--- src/rtl/norm_pkg.sv ---
// ============================================================================
// Module   : norm_pkg
// Desc     : Shared widths, flag-bit indices and rounded-result type for the
//            normalize/round/pack datapath.
// Revision : 1.0 - initial release
// ============================================================================
`default_nettype none

package norm_pkg;

    localparam int DEF_A_WIDTH   = 8;
    localparam int DEF_EXP_WIDTH = 4;
    localparam int DEF_M_WIDTH   = 5;

    localparam int FLG_ZERO    = 0;
    localparam int FLG_INEXACT = 1;
    localparam int FLG_OVFL    = 2;
    localparam int FLG_W       = 3;

    typedef struct packed {
        logic [DEF_M_WIDTH-1:0]   mant;
        logic [DEF_EXP_WIDTH-1:0] exp;
        logic                     zero;
        logic                     inexact;
        logic                     ovfl;
    } rnd_res_t;

    function automatic logic [FLG_W-1:0] flags_of(input rnd_res_t r);
        logic [FLG_W-1:0] f;
        f              = '0;
        f[FLG_ZERO]    = r.zero;
        f[FLG_INEXACT] = r.inexact;
        f[FLG_OVFL]    = r.ovfl;
        return f;
    endfunction

endpackage

`default_nettype wire

--- src/rtl/rnd_ne.sv ---
// ============================================================================
// Module   : rnd_ne
// Desc     : Combinational round-to-nearest-even with carry renormalization,
//            exponent saturation and zero handling.
// Revision : 1.0 - initial release
// ============================================================================
`default_nettype none

module rnd_ne
    import norm_pkg::*;
(
    input  logic [DEF_M_WIDTH-1:0]   kept_i,
    input  logic                     guard_i,
    input  logic                     sticky_i,
    input  logic [DEF_EXP_WIDTH-1:0] exp_i,
    input  logic                     no_detect_i,
    input  logic                     ovfl_i,
    output rnd_res_t                 res_o
);

    localparam logic [DEF_EXP_WIDTH-1:0] EXP_ONE  = {{(DEF_EXP_WIDTH-1){1'b0}}, 1'b1};
    localparam logic [DEF_EXP_WIDTH-1:0] EXP_MAX  = '1;
    localparam logic [DEF_M_WIDTH-1:0]   MANT_MAX = '1;
    localparam logic [DEF_M_WIDTH-1:0]   MANT_MSB = {1'b1, {(DEF_M_WIDTH-1){1'b0}}};

    logic                 rnd_up;
    logic                 inexact;
    logic [DEF_M_WIDTH:0] sum;
    logic                 carry;
    logic                 carry_ovfl;

    // Exact ties round up only when the kept LSB is odd.
    assign rnd_up     = guard_i & (sticky_i | kept_i[0]);
    assign inexact    = guard_i | sticky_i;
    assign sum        = {1'b0, kept_i} + {{DEF_M_WIDTH{1'b0}}, rnd_up};
    assign carry      = sum[DEF_M_WIDTH];
    assign carry_ovfl = carry && (exp_i == EXP_MAX);

    always_comb begin
        res_o = '0;
        if (no_detect_i) begin
            res_o.zero = 1'b1;
        end else if (ovfl_i || carry_ovfl) begin
            res_o.mant    = MANT_MAX;
            res_o.exp     = EXP_MAX;
            res_o.ovfl    = 1'b1;
            res_o.inexact = 1'b1;
        end else if (carry) begin
            // A carry out only happens from all-ones, so the result is exactly 1.000...
            res_o.mant    = MANT_MSB;
            res_o.exp     = exp_i + EXP_ONE;
            res_o.inexact = inexact;
        end else begin
            res_o.mant    = sum[DEF_M_WIDTH-1:0];
            res_o.exp     = exp_i;
            res_o.inexact = inexact;
        end
    end

endmodule

`default_nettype wire

--- src/rtl/norm_round_pack.sv ---
// ============================================================================
// Module   : norm_round_pack
// Desc     : Two-stage valid/ready pipeline that rounds a normalized mantissa
//            (RNE), renormalizes, saturates and packs the result.
//            Optional sticky result flags: define NORM_ROUND_STICKY_FLAGS_EN.
// Revision : 1.0 - initial release
// ============================================================================
`default_nettype none

module norm_round_pack
    import norm_pkg::*;
#(
    parameter int A_WIDTH   = DEF_A_WIDTH,
    parameter int EXP_WIDTH = DEF_EXP_WIDTH,
    parameter int M_WIDTH   = DEF_M_WIDTH
)(
    input  logic                 clk,
    input  logic                 reset,
    input  logic                 in_valid,
    output logic                 in_ready,
    input  logic [A_WIDTH-1:0]   in_mant,
    input  logic [EXP_WIDTH-1:0] in_exp,
    input  logic                 in_no_detect,
    input  logic                 in_ovfl,
    output logic                 out_valid,
    input  logic                 out_ready,
    output logic [M_WIDTH-1:0]   out_mant,
    output logic [EXP_WIDTH-1:0] out_exp,
    output logic                 out_zero,
    output logic                 out_inexact,
    output logic                 out_ovfl
`ifdef NORM_ROUND_STICKY_FLAGS_EN
    ,
    input  logic                 flags_clr,
    output logic [FLG_W-1:0]     sticky_flags
`endif
);

    localparam int GUARD_IDX = A_WIDTH - M_WIDTH - 1;

    // ------------------------------------------------------------------
    // Handshake control
    // ------------------------------------------------------------------
    logic s1_valid_q, s1_valid_d;
    logic s2_valid_q, s2_valid_d;
    logic s1_load;
    logic s2_load;

    assign in_ready   = !s1_valid_q || !s2_valid_q || out_ready;
    assign s1_load    = in_valid && in_ready;
    assign s2_load    = s1_valid_q && (!s2_valid_q || out_ready);
    assign s1_valid_d = s1_load || (s1_valid_q && !s2_load);
    assign s2_valid_d = s2_load || (s2_valid_q && !out_ready);

    // ------------------------------------------------------------------
    // Stage 1: split mantissa into kept / guard / sticky
    // ------------------------------------------------------------------
    logic [M_WIDTH-1:0]   s1_kept_q,   s1_kept_d;
    logic                 s1_guard_q,  s1_guard_d;
    logic                 s1_sticky_q, s1_sticky_d;
    logic [EXP_WIDTH-1:0] s1_exp_q,    s1_exp_d;
    logic                 s1_nd_q,     s1_nd_d;
    logic                 s1_ovfl_q,   s1_ovfl_d;

    always_comb begin
        s1_kept_d   = s1_kept_q;
        s1_guard_d  = s1_guard_q;
        s1_sticky_d = s1_sticky_q;
        s1_exp_d    = s1_exp_q;
        s1_nd_d     = s1_nd_q;
        s1_ovfl_d   = s1_ovfl_q;
        if (s1_load) begin
            s1_kept_d   = in_mant[A_WIDTH-1 -: M_WIDTH];
            s1_guard_d  = in_mant[GUARD_IDX];
            s1_sticky_d = |in_mant[GUARD_IDX-1:0];
            s1_exp_d    = in_exp;
            s1_nd_d     = in_no_detect;
            s1_ovfl_d   = in_ovfl;
        end
    end

    always_ff @(posedge clk or posedge reset) begin
        if (reset) begin
            s1_valid_q  <= 1'b0;
            s1_kept_q   <= '0;
            s1_guard_q  <= 1'b0;
            s1_sticky_q <= 1'b0;
            s1_exp_q    <= '0;
            s1_nd_q     <= 1'b0;
            s1_ovfl_q   <= 1'b0;
        end else begin
            s1_valid_q  <= s1_valid_d;
            s1_kept_q   <= s1_kept_d;
            s1_guard_q  <= s1_guard_d;
            s1_sticky_q <= s1_sticky_d;
            s1_exp_q    <= s1_exp_d;
            s1_nd_q     <= s1_nd_d;
            s1_ovfl_q   <= s1_ovfl_d;
        end
    end

    // ------------------------------------------------------------------
    // Stage 2: round and register the packed result
    // ------------------------------------------------------------------
    rnd_res_t rnd_res;
    rnd_res_t s2_res_q, s2_res_d;

    rnd_ne u_rnd_ne (
        .kept_i      (s1_kept_q),
        .guard_i     (s1_guard_q),
        .sticky_i    (s1_sticky_q),
        .exp_i       (s1_exp_q),
        .no_detect_i (s1_nd_q),
        .ovfl_i      (s1_ovfl_q),
        .res_o       (rnd_res)
    );

    // Holding s2 when not loading keeps outputs frozen under backpressure.
    assign s2_res_d = s2_load ? rnd_res : s2_res_q;

    always_ff @(posedge clk or posedge reset) begin
        if (reset) begin
            s2_valid_q <= 1'b0;
            s2_res_q   <= '0;
        end else begin
            s2_valid_q <= s2_valid_d;
            s2_res_q   <= s2_res_d;
        end
    end

    assign out_valid   = s2_valid_q;
    assign out_mant    = s2_res_q.mant;
    assign out_exp     = s2_res_q.exp;
    assign out_zero    = s2_res_q.zero;
    assign out_inexact = s2_res_q.inexact;
    assign out_ovfl    = s2_res_q.ovfl;

`ifdef NORM_ROUND_STICKY_FLAGS_EN
    // ------------------------------------------------------------------
    // Accumulated result flags; a same-edge handshake wins over the clear
    // ------------------------------------------------------------------
    logic [FLG_W-1:0] sticky_q, sticky_d;

    always_comb begin
        sticky_d = flags_clr ? '0 : sticky_q;
        if (s2_valid_q && out_ready) begin
            sticky_d = sticky_d | flags_of(s2_res_q);
        end
    end

    always_ff @(posedge clk or posedge reset) begin
        if (reset) begin
            sticky_q <= '0;
        end else begin
            sticky_q <= sticky_d;
        end
    end

    assign sticky_flags = sticky_q;
`endif

endmodule

`default_nettype wire
--- config.mk ---
export PLATFORM = sky130hd
export DESIGN_NAME = norm_round_pack
export DESIGN_NICKNAME = d
export VERILOG_FILES = /design/src/rtl/norm_pkg.sv /design/src/rtl/rnd_ne.sv /design/src/rtl/norm_round_pack.sv
export SDC_FILE = /design/constraint.sdc
export NUM_CORES = 1
export LEC_CHECK = 0
export ABC_AREA = 1
export BUFFER_PORTS_ARGS = -buffer_cell sky130_fd_sc_hd__buf_2
export CORE_AREA = 2 2 72 74
export DETAILED_ROUTE_END_ITERATION = 12
export DIE_AREA = 0 0 74 76
export HOLD_SLACK_MARGIN = 0.02
export SETUP_SLACK_MARGIN = 0.1
export SKIP_LAST_GASP = 1
export SYNTH_ARGS = -nofsm -noshare
export SYNTH_HDL_FRONTEND = slang
export SYNTH_HIERARCHICAL = 1
export SYNTH_SLANG_ARGS = --single-unit
--- constraint.sdc ---
create_clock -name clk -period 3.5 [get_ports clk]
set_input_delay 0.175 -clock clk [delete_from_list [all_inputs] [get_ports clk]]
set_output_delay 0.175 -clock clk [all_outputs]
set_load 0.01 [all_outputs]
==> flow_metrics.env, run 1 <==
export IMPL_power_share_sequential_pct=50.3
export IMPL_dp_cells=277
export IMPL_worstPathArrival_ns=1.40
export IMPL_holdBufCountCts=0
export IMPL_avgSynthCellArea_um2=7.75
export IMPL_synth_cell_area_um2=1430
export IMPL_clkPwrFrac_pct=20.3
export IMPL_p_sw_uw=295
export IMPL_num_antenna_cells=0
export IMPL_cts_setup_buffers=0
export IMPL_initial_core_util_pct=29.0
export IMPL_timing_rr_end="out_mant[4]$_DFFE_PP0P_"
export IMPL_status="finished clean"
export IMPL_synth_cells=184
export IMPL_worstSkewPairLatency_ns=0.27
export IMPL_rr_worst_depth=10
export IMPL_cp_num_buf_inv=1
export IMPL_max_stage_delay_ns=0.64
export IMPL_grt_pass1_wl_mm=4.84
export IMPL_io_pins=32
export IMPL_grt_total_usage_pct=10.6
export IMPL_route_antenna_remaining_nets=0
export IMPL_antenna_found_initial=0
export IMPL_grt_start_max_net_pins=28
export IMPL_vias=1178
export IMPL_path_clk_slew_ns=0.09
export IMPL_final_cell_mix="nand2_1, nand3_1, buf_2"
export IMPL_cp_end_kind="output pin"
export IMPL_cap_viol_max_count=0
export IMPL_dieHeight_um=76
export IMPL_finClkSkew_ns=0.00145
export IMPL_grt_setup_unrepaired="no"
export IMPL_core_area_um2=4910
export IMPL_power_uw=859
export IMPL_routed_via_density=4.19
export IMPL_cts_buffers_inserted=3
export IMPL_clkSinkCount=27
export IMPL_critical_path_peak_fanout=16
export IMPL_whs_ns=0.127
export IMPL_maxSlewHeadroom_pct=33.9
export IMPL_comb_power_share_pct=29.4
export IMPL_p_per_area_nw_per_um2=516
export IMPL_placementRows=26
export IMPL_yosysWarningCount=6
export IMPL_htree_levels=1
export IMPL_cts_path_max_buffers=2
export IMPL_routed_wl_mm=2.71
export IMPL_ys_types=22
export IMPL_reg2reg_from="s1_guard_q$_DFFE_PP0P_"
export IMPL_p_int_uw=564
export IMPL_final_util_pct=33.9
export IMPL_hold_path_class="input port to asynchronous set/reset pin"
export IMPL_period_needed_ns=1.57
export IMPL_ys_ff_latch=27
export IMPL_syn_num_nets=204
export IMPL_crit_family="flip-flops"
export IMPL_drc_errors=0
export IMPL_timing_final_hold_violations=0
export IMPL_slowest_stage="dfrtp_1"
export IMPL_cp_required_ns=3.32
export IMPL_drive_above_1_share_pct=19.9
export IMPL_multi_input_area_um2=642
export IMPL_clockRootBuffer="clkbuf_8"
export IMPL_die_area_um2=5620
export IMPL_ir_drop_mv=0.259
export IMPL_p_leak_uw=0.000970
export IMPL_critical_path_class="register to output pin"
export IMPL_slew_viol_final=0
export IMPL_tns_ns=0
export IMPL_fillers=539
export IMPL_regToRegSetupSlack_ns=1.93
export IMPL_start_kind="register"
export IMPL_fin_nets=232
export IMPL_max_freq_ghz=0.636
export IMPL_die_w_um=74
export IMPL_fin_crit_sh_pct=44.9
export IMPL_grt_overflow=0
export IMPL_grt_pass1_vias=1051
export IMPL_power_switching_fraction_pct=34.3
export IMPL_syn2layout_area_growth_pct=16.9
export IMPL_worst_slew_pin_slew_ns=0.991
export IMPL_final_seq_area_um2=676
export IMPL_ctsResizeCount=0
export IMPL_layout_commonest_cell="nand2_1"
export IMPL_setup_violations=0
export IMPL_hpwlAfterDp_mm=2.02
export IMPL_finalNonFillerCells=281
export IMPL_cts_tree="built"
export IMPL_seq_area_frac_synth_pct=47.4
export IMPL_crit_chain="nand3_4, buf_2"
export IMPL_drtIter0Drc=71
export IMPL_numPortBuffers=31
export IMPL_wl_per_cell_um=9.64
export IMPL_firstDrtPassIters=4
export IMPL_gp_congestion=0.819
==> routing by layer <==
layer  vias up  wire length (um)  track usage [%]
li1        637                 -                -
met1       501              1430             15.8
met2        38              1080             15.3
met3         2               192             3.44
met4         0                11             1.64
met5         -                 0                0
==> area by class of cell <==
class / count / share of cell area [%]
sequential: 27 / 40.6
multi-input combinational: 133 / 38.5
timing repair buffer: 31 / 9.32
tap: 70 / 5.26
inverter: 16 / 3.61
clock buffer: 4 / 2.70
==> worst register-to-register path, cell delays in order, from the launching register on <==
cell and delay [ns]:
dfrtp_1 0.38, nand2_1 0.09, inv_1 0.14, ha_1 0.20
nand3_1 0.09, or2_2 0.28, nand4_1 0.07, nand2_1 0.05
inv_1 0.05, nand3_1 0.07, nand2_1 0.09
==> cell families after synthesis <==
kind of cell               count (synthesis)  share of synthesized area, %
AOI/OAI and AO/OA                          5                          2.72
and+or+nand+nor                          124                          39.3
DFF                                       27                          47.4
xor gates and xnor gates                   2                          1.23
adders and majority gates                  2                          1.76
buffers and inverters                     24                          7.55
==> state kept, by name, indices dropped and copies added, names as in the netlist, 4 cells and up <==
name and cells:
s1_kept_q 5, s1_exp_q 4, out_mant 5, out_exp 4
==> worst max-delay path by stage <==
stage,to,slack [ns],cells past startpoint,startpoint
3_3_place_gp,out_mant[4]$_DFFE_PP0P_,1.98,10,s1_guard_q$_DFFE_PP0P_
3_5_place_dp,out_mant[4]$_DFFE_PP0P_,1.95,10,s1_guard_q$_DFFE_PP0P_
4_1_cts,in_ready,1.91,2,s1_valid_q$_DFF_PP0_
5_1_grt,in_ready,1.80,2,s1_valid_q$_DFF_PP0_
6_report,in_ready,1.93,2,s1_valid_q$_DFF_PP0_
2_1_floorplan,out_mant[4]$_DFFE_PP0P_,2.06,10,s1_guard_q$_DFFE_PP0P_
==> per-stage QoR <==
| stage | worst slack, ns | area (um2) |
|---|---|---|
| global route | 1.80 | 1670 |
| CTS | 1.91 | 1670 |
| global placement | 1.98 | 1620 |
| finish | 1.93 | 1670 |
| detailed placement | 1.95 | 1620 |
| floorplan | 2.06 | 1430 |
==> cell usage after synthesis <==
cell type  instances  area (um2)
dfrtp_1           27         676
nand3b_1           1        7.51
inv_1             16        60.1
o21ai_4            1        16.3
nand3_1           34         170
nor2_4             1        11.3
buf_1              1        3.75
o21bai_1           1        7.51
buf_4              1        7.51
or2_2              1        6.26
ha_1               2        25.0
a21oi_1            1        5.00
xor2_1             1        8.76
nand2_1           80         300
nand4_1            2        12.5
nand2_2            2        12.5
buf_2              5        25.0
xnor2_1            1        8.76
o21ai_0            2        10.0
buf_6              1        11.3
nand3_4            1        17.5
nand2_4            2        22.5
==> power by group through the flow <==
stage,sequential [uW],combinational [uW],clock [uW]
3_3_place_gp,437,253,0
6_report,432,252,174
5_1_grt,442,294,192
2_1_floorplan,454,158,0
4_1_cts,433,259,180
3_5_place_dp,439,258,0
Power figures use the tool's default switching activity.
==> run 2, diff against run 1 <==
- clock period: 3.5 -> 1.52 ns (I/O delays scaled with it)
==> flow_metrics.env, run 2 (synthesis gave the netlist of run 1 again) <==
export IMPL_wl_per_cell_um=10.8
export IMPL_antenna_found_initial=0
export IMPL_grt_overflow=0
export IMPL_grt_total_usage_pct=11.9
export IMPL_initial_core_util_pct=29.0
export IMPL_whs_ns=0.0282
export IMPL_placementRows=26
export IMPL_slowest_stage="dfrtp_2"
export IMPL_grt_setup_unrepaired="yes"
export IMPL_crit_chain="buf_4, ha_4, buf_4, xor2_1, nand3_1, nand2_2, nand3_1, nand2_1"
export IMPL_io_pins=32
export IMPL_worstSkewPairLatency_ns=0.28
export IMPL_dp_slack_ns=0.0572
export IMPL_tns_ns=0
export IMPL_finClkSkew_ns=0.00813
export IMPL_power_uw=2140
export IMPL_drive_above_1_share_pct=34.5
export IMPL_htree_levels=1
export IMPL_worst_slack_ns=0.149
export IMPL_gp_congestion=0.807
export IMPL_slew_viol_final=0
export IMPL_routed_via_density=4.23
export IMPL_worst_slew_pin_slew_ns=0.455
export IMPL_hpwlAfterDp_mm=2.05
export IMPL_maxSlewHeadroom_pct=69.6
export IMPL_num_antenna_cells=0
export IMPL_clockRootBuffer="clkbuf_8"
export IMPL_cts_buffers_inserted=3
export IMPL_syn2layout_area_growth_pct=33.0
export IMPL_hold_path_class="input port to register"
export IMPL_period_needed_ns=1.37
export IMPL_fillers=532
export IMPL_layout_commonest_cell="nand2_1"
export IMPL_fin_crit_sh_pct=90.2
export IMPL_start_kind="register"
export IMPL_die_area_um2=5620
export IMPL_die_w_um=74
export IMPL_p_per_area_nw_per_um2=1130
export IMPL_cts_path_max_buffers=2
export IMPL_core_area_um2=4910
export IMPL_ir_drop_mv=0.562
export IMPL_dieHeight_um=76
export IMPL_cap_viol_max_count=0
export IMPL_cp_required_ns=1.74
export IMPL_worstPathArrival_ns=1.59
export IMPL_finalNonFillerCells=302
export IMPL_setup_violations=0
export IMPL_numPortBuffers=31
export IMPL_dp_cells=282
export IMPL_routed_wl_mm=3.25
export IMPL_multi_input_area_um2=712
export IMPL_clkSinkCount=27
export IMPL_cp_end_kind="register"
export IMPL_cts_tree="built"
export IMPL_vias=1276
export IMPL_p_leak_uw=0.00106
export IMPL_final_cell_mix="nand2_1, nand3_1, buf_2"
export IMPL_route_antenna_remaining_nets=0
export IMPL_critical_path_peak_fanout=3
export IMPL_drc_errors=0
export IMPL_status="finished clean"
export IMPL_firstDrtPassIters=4
export IMPL_fin_nets=253
export IMPL_critical_path_class="register to register"
export IMPL_grt_pass1_vias=1133
export IMPL_drtIter0Drc=71
export IMPL_timing_final_hold_violations=0
export IMPL_grt_start_max_net_pins=28
export IMPL_max_stage_delay_ns=0.43
export IMPL_max_freq_ghz=0.729
export IMPL_final_seq_area_um2=681
export IMPL_grt_pass1_wl_mm=5.31
export IMPL_path_clk_slew_ns=0.10
run 2: changes by cell type in the layout (fill, tap and decap cells not counted), moves of 2 or more:
| cell | delta |
|---|---|
| nand2_1 | -7 |
| nand2_2 | +7 |
| nand3_2 | +3 |
| dfrtp_2 | +4 |
| dfrtp_1 | -4 |
| nand3_1 | -3 |
| ha_1 | -2 |
| buf_4 | +17 |
run 2: final timing paths:
| check | start | endpoint | slack (ns) | depth (start not counted) |
|---|---|---|---|---|
| min in group asynchronous | reset | out_inexact$_DFFE_PP0P_ | 0.39 | 4 |
| min reg2reg | out_mant[2]$_DFFE_PP0P_ | out_mant[2]$_DFFE_PP0P_ | 0.47 | 2 |
| min | in_no_detect | s1_nd_q$_DFFE_PP0P_ | 0.03 | 3 |
| max reg2reg | s1_kept_q[1]$_DFFE_PP0P_ | out_mant[2]$_DFFE_PP0P_ | 0.15 | 8 |
| max | s1_kept_q[1]$_DFFE_PP0P_ | out_mant[2]$_DFFE_PP0P_ | 0.15 | 8 |
| max in group asynchronous | reset | s1_exp_q[0]$_DFFE_PP0P_ | 0.83 | 4 |
run 2: power by group:
| group | switching, uW | total (uW) | internal (uW) |
|---|---|---|---|
| combinational | 410 | 735 | 325 |
| sequential | 112 | 991 | 879 |
| clock | 227 | 411 | 184 |
| total | 749 | 2140 | 1390 |
run 2: final cells by class:
class                      instances  share of cell area, %
multi-input combinational        134                   37.6
sequential                        27                   35.9
timing repair buffer              51                   16.3
tap                               70                   4.62
inverter                          16                   3.17
clock buffer                       3                   2.18
clock inverter                     1                  0.264
run 2: critical path, delay by kind of cell, from the launching register on:
| family | cells | cell delay, ns |
|---|---|---|
| simple gates | 4 | 0.35 |
| buf+inv | 2 | 0.27 |
| xor+xnor | 1 | 0.13 |
| fa+ha+maj | 1 | 0.15 |
| flops | 1 | 0.43 |
run 2: stage by stage:
step                instance area, um2  util (%)
floorplan                         1430         -
global placement                  1660      33.7
detailed placement                1660      33.7
CTS                               1740      35.5
global route                      1900      38.6
finish                            1900      38.6
run 2: per-layer routing:
metal,part of all wire (%),vias to the layer above,global-route usage (%)
met2,45,31,18.3
met5,0,-,0
met3,5.0,2,3.31
met1,49,565,17.0
li1,-,678,-
met4,0.52,0,2.18
run 2: timing repair:
action,4_1_cts,5_1_grt
hold buffers,1,0
pin swaps,1,12
endpoints found under the hold margin,27,0
setup buffers,2,12
setup endpoints to repair,1,11
gates resized for setup,3,19
gates cloned,0,1
==> run 3, diff against run 2 <==
- CORE_AREA: 2 2 72 74 -> 2 2 69 78
- DIE_AREA: 0 0 74 76 -> 0 0 71 80
==> flow_metrics.env, run 3 (synthesis gave the netlist of run 1 again) <==
export IMPL_routed_wl_mm=3.31
export IMPL_routed_via_density=4.50
export IMPL_drive_above_1_share_pct=30.6
export IMPL_fin_nets=256
export IMPL_drtIter0Drc=61
export IMPL_fillers=505
export IMPL_grt_setup_unrepaired="yes"
export IMPL_grt_pass1_wl_mm=5.21
export IMPL_route_antenna_remaining_nets=0
export IMPL_gp_congestion=0.796
export IMPL_numPortBuffers=31
export IMPL_grt_pass1_vias=1184
export IMPL_start_kind="register"
export IMPL_core_area_um2=4900
export IMPL_maxSlewHeadroom_pct=70.6
export IMPL_final_seq_area_um2=677
export IMPL_period_needed_ns=1.40
export IMPL_power_share_sequential_pct=46.0
export IMPL_p_per_area_nw_per_um2=1130
export IMPL_layout_commonest_cell="nand2_1"
export IMPL_syn2layout_area_growth_pct=34.2
export IMPL_path_clk_slew_ns=0.10
export IMPL_cp_end_kind="register"
export IMPL_reg2reg_from="s1_guard_q$_DFFE_PP0P_"
export IMPL_cts_tree="built"
export IMPL_placementRows=27
export IMPL_grt_total_usage_pct=11.4
export IMPL_die_w_um=71
export IMPL_setup_violations=0
export IMPL_clockRootBuffer="clkbuf_8"
export IMPL_cts_buffers_inserted=3
export IMPL_drc_errors=0
export IMPL_vias=1318
export IMPL_clkPwrFrac_pct=20.4
export IMPL_die_area_um2=5680
export IMPL_finClkSkew_ns=0.00487
export IMPL_power_uw=2160
export IMPL_max_freq_ghz=0.713
export IMPL_final_cell_mix="nand2_1, nand3_1, buf_2"
export IMPL_cap_viol_max_count=0
export IMPL_startpoint="s1_guard_q$_DFFE_PP0P_"
export IMPL_cts_path_max_buffers=2
export IMPL_tns_ns=0
export IMPL_grt_start_max_net_pins=28
export IMPL_cp_required_ns=1.75
export IMPL_clkSinkCount=27
export IMPL_io_pins=32
export IMPL_initial_core_util_pct=29.1
export IMPL_timing_final_hold_violations=0
export IMPL_critical_path_class="register to register"
export IMPL_comb_power_share_pct=33.5
export IMPL_wl_per_cell_um=11.3
export IMPL_multi_input_area_um2=713
export IMPL_hold_path_class="input port to register"
export IMPL_hpwlAfterDp_mm=2.12
export IMPL_regToRegSetupSlack_ns=0.12
export IMPL_rr_worst_depth=10
export IMPL_htree_levels=1
export IMPL_p_int_uw=1380
export IMPL_critPathCapture="out_mant[4]$_DFFE_PP0P_"
export IMPL_antenna_found_initial=0
export IMPL_worst_slew_pin_slew_ns=0.440
export IMPL_critical_path_peak_fanout=3
export IMPL_timing_rr_end="out_mant[4]$_DFFE_PP0P_"
export IMPL_final_util_pct=39.0
export IMPL_p_leak_uw=0.00108
export IMPL_grt_overflow=0
export IMPL_fin_crit_sh_pct=92.3
export IMPL_p_sw_uw=775
export IMPL_dieHeight_um=80
export IMPL_worstSkewPairLatency_ns=0.29
export IMPL_status="finished clean"
export IMPL_slew_viol_final=0
export IMPL_firstDrtPassIters=4
export IMPL_num_antenna_cells=0
export IMPL_ir_drop_mv=0.367
export IMPL_power_switching_fraction_pct=35.9
export IMPL_worstPathArrival_ns=1.64
## run 3: layer usage
| metal | vias to the layer above | GRT usage (%) | share of wire, % |
|---|---|---|---|
| met5 | - | 0 | 0 |
| met4 | 0 | 5.09 | 1.6 |
| met3 | 5 | 2.27 | 4.7 |
| met2 | 33 | 18.4 | 49 |
| met1 | 595 | 14.7 | 45 |
| li1 | 685 | - | - |
## run 3: per-stage QoR
step	hold WS, ns	setup slack, ns	cells	area (um2)
2_1_floorplan	0.129	0.114	184	1430
3_3_place_gp	0.159	0.105	271	1650
3_5_place_dp	0.158	0.0761	271	1650
4_1_cts	0.0215	0.126	281	1770
5_1_grt	0.0410	0.0230	293	1910
6_report	0.0157	0.118	293	1910
## run 3: cell type report
| cell class | instances | area share [%] |
|---|---|---|
| Timing Repair Buffer | 53 | 17.8 |
| Inverter | 16 | 3.14 |
| Tap cell | 58 | 3.80 |
| Multi-Input combinational cell | 135 | 37.3 |
| Sequential cell | 27 | 35.4 |
| Clock inverter | 1 | 0.393 |
| Clock buffer | 3 | 2.16 |
## run 3: worst min path at each step
stage / start / end / slack, ns / cells after the start
detailed placement: reset / out_inexact$_DFFE_PP0P_ / 0.16 / 3
finish: in_exp[2] / s1_exp_q[2]$_DFFE_PP0P_ / 0.02 / 3
floorplan: reset / out_exp[0]$_DFFE_PP0P_ / 0.13 / 1
global placement: reset / s1_nd_q$_DFFE_PP0P_ / 0.16 / 3
global route: in_no_detect / s1_nd_q$_DFFE_PP0P_ / 0.04 / 3
CTS: in_exp[2] / s1_exp_q[2]$_DFFE_PP0P_ / 0.02 / 3
## run 3: power groups by stage
| stage | combinational (uW) | clock, uW | sequential (uW) |
|---|---|---|---|
| global placement | 623 | 0 | 996 |
| finish | 724 | 441 | 993 |
| floorplan | 365 | 0 | 1050 |
| CTS | 654 | 451 | 991 |
| detailed placement | 633 | 0 | 1000 |
| global route | 825 | 469 | 1020 |
## run 3: timing repair
item                                    4_1_cts  5_1_grt
hold buffers                                  5        0
endpoints found under the setup margin        1       10
hold endpoints to repair                     31        0
cloned                                        0        2
pin swaps                                     1        8
setup buffers                                 1       10
gates resized for setup                       3       13
## run 3: critical path, cell delays in order, from the launching register on
cell and delay (ns):
dfrtp_1 0.39, nand2_2 0.08, inv_2 0.09, ha_4 0.14, nand3_1 0.11, or2_4 0.24, nand4_1 0.06, nand2_1 0.05
inv_1 0.06, nand3_1 0.07, nand2_1 0.06
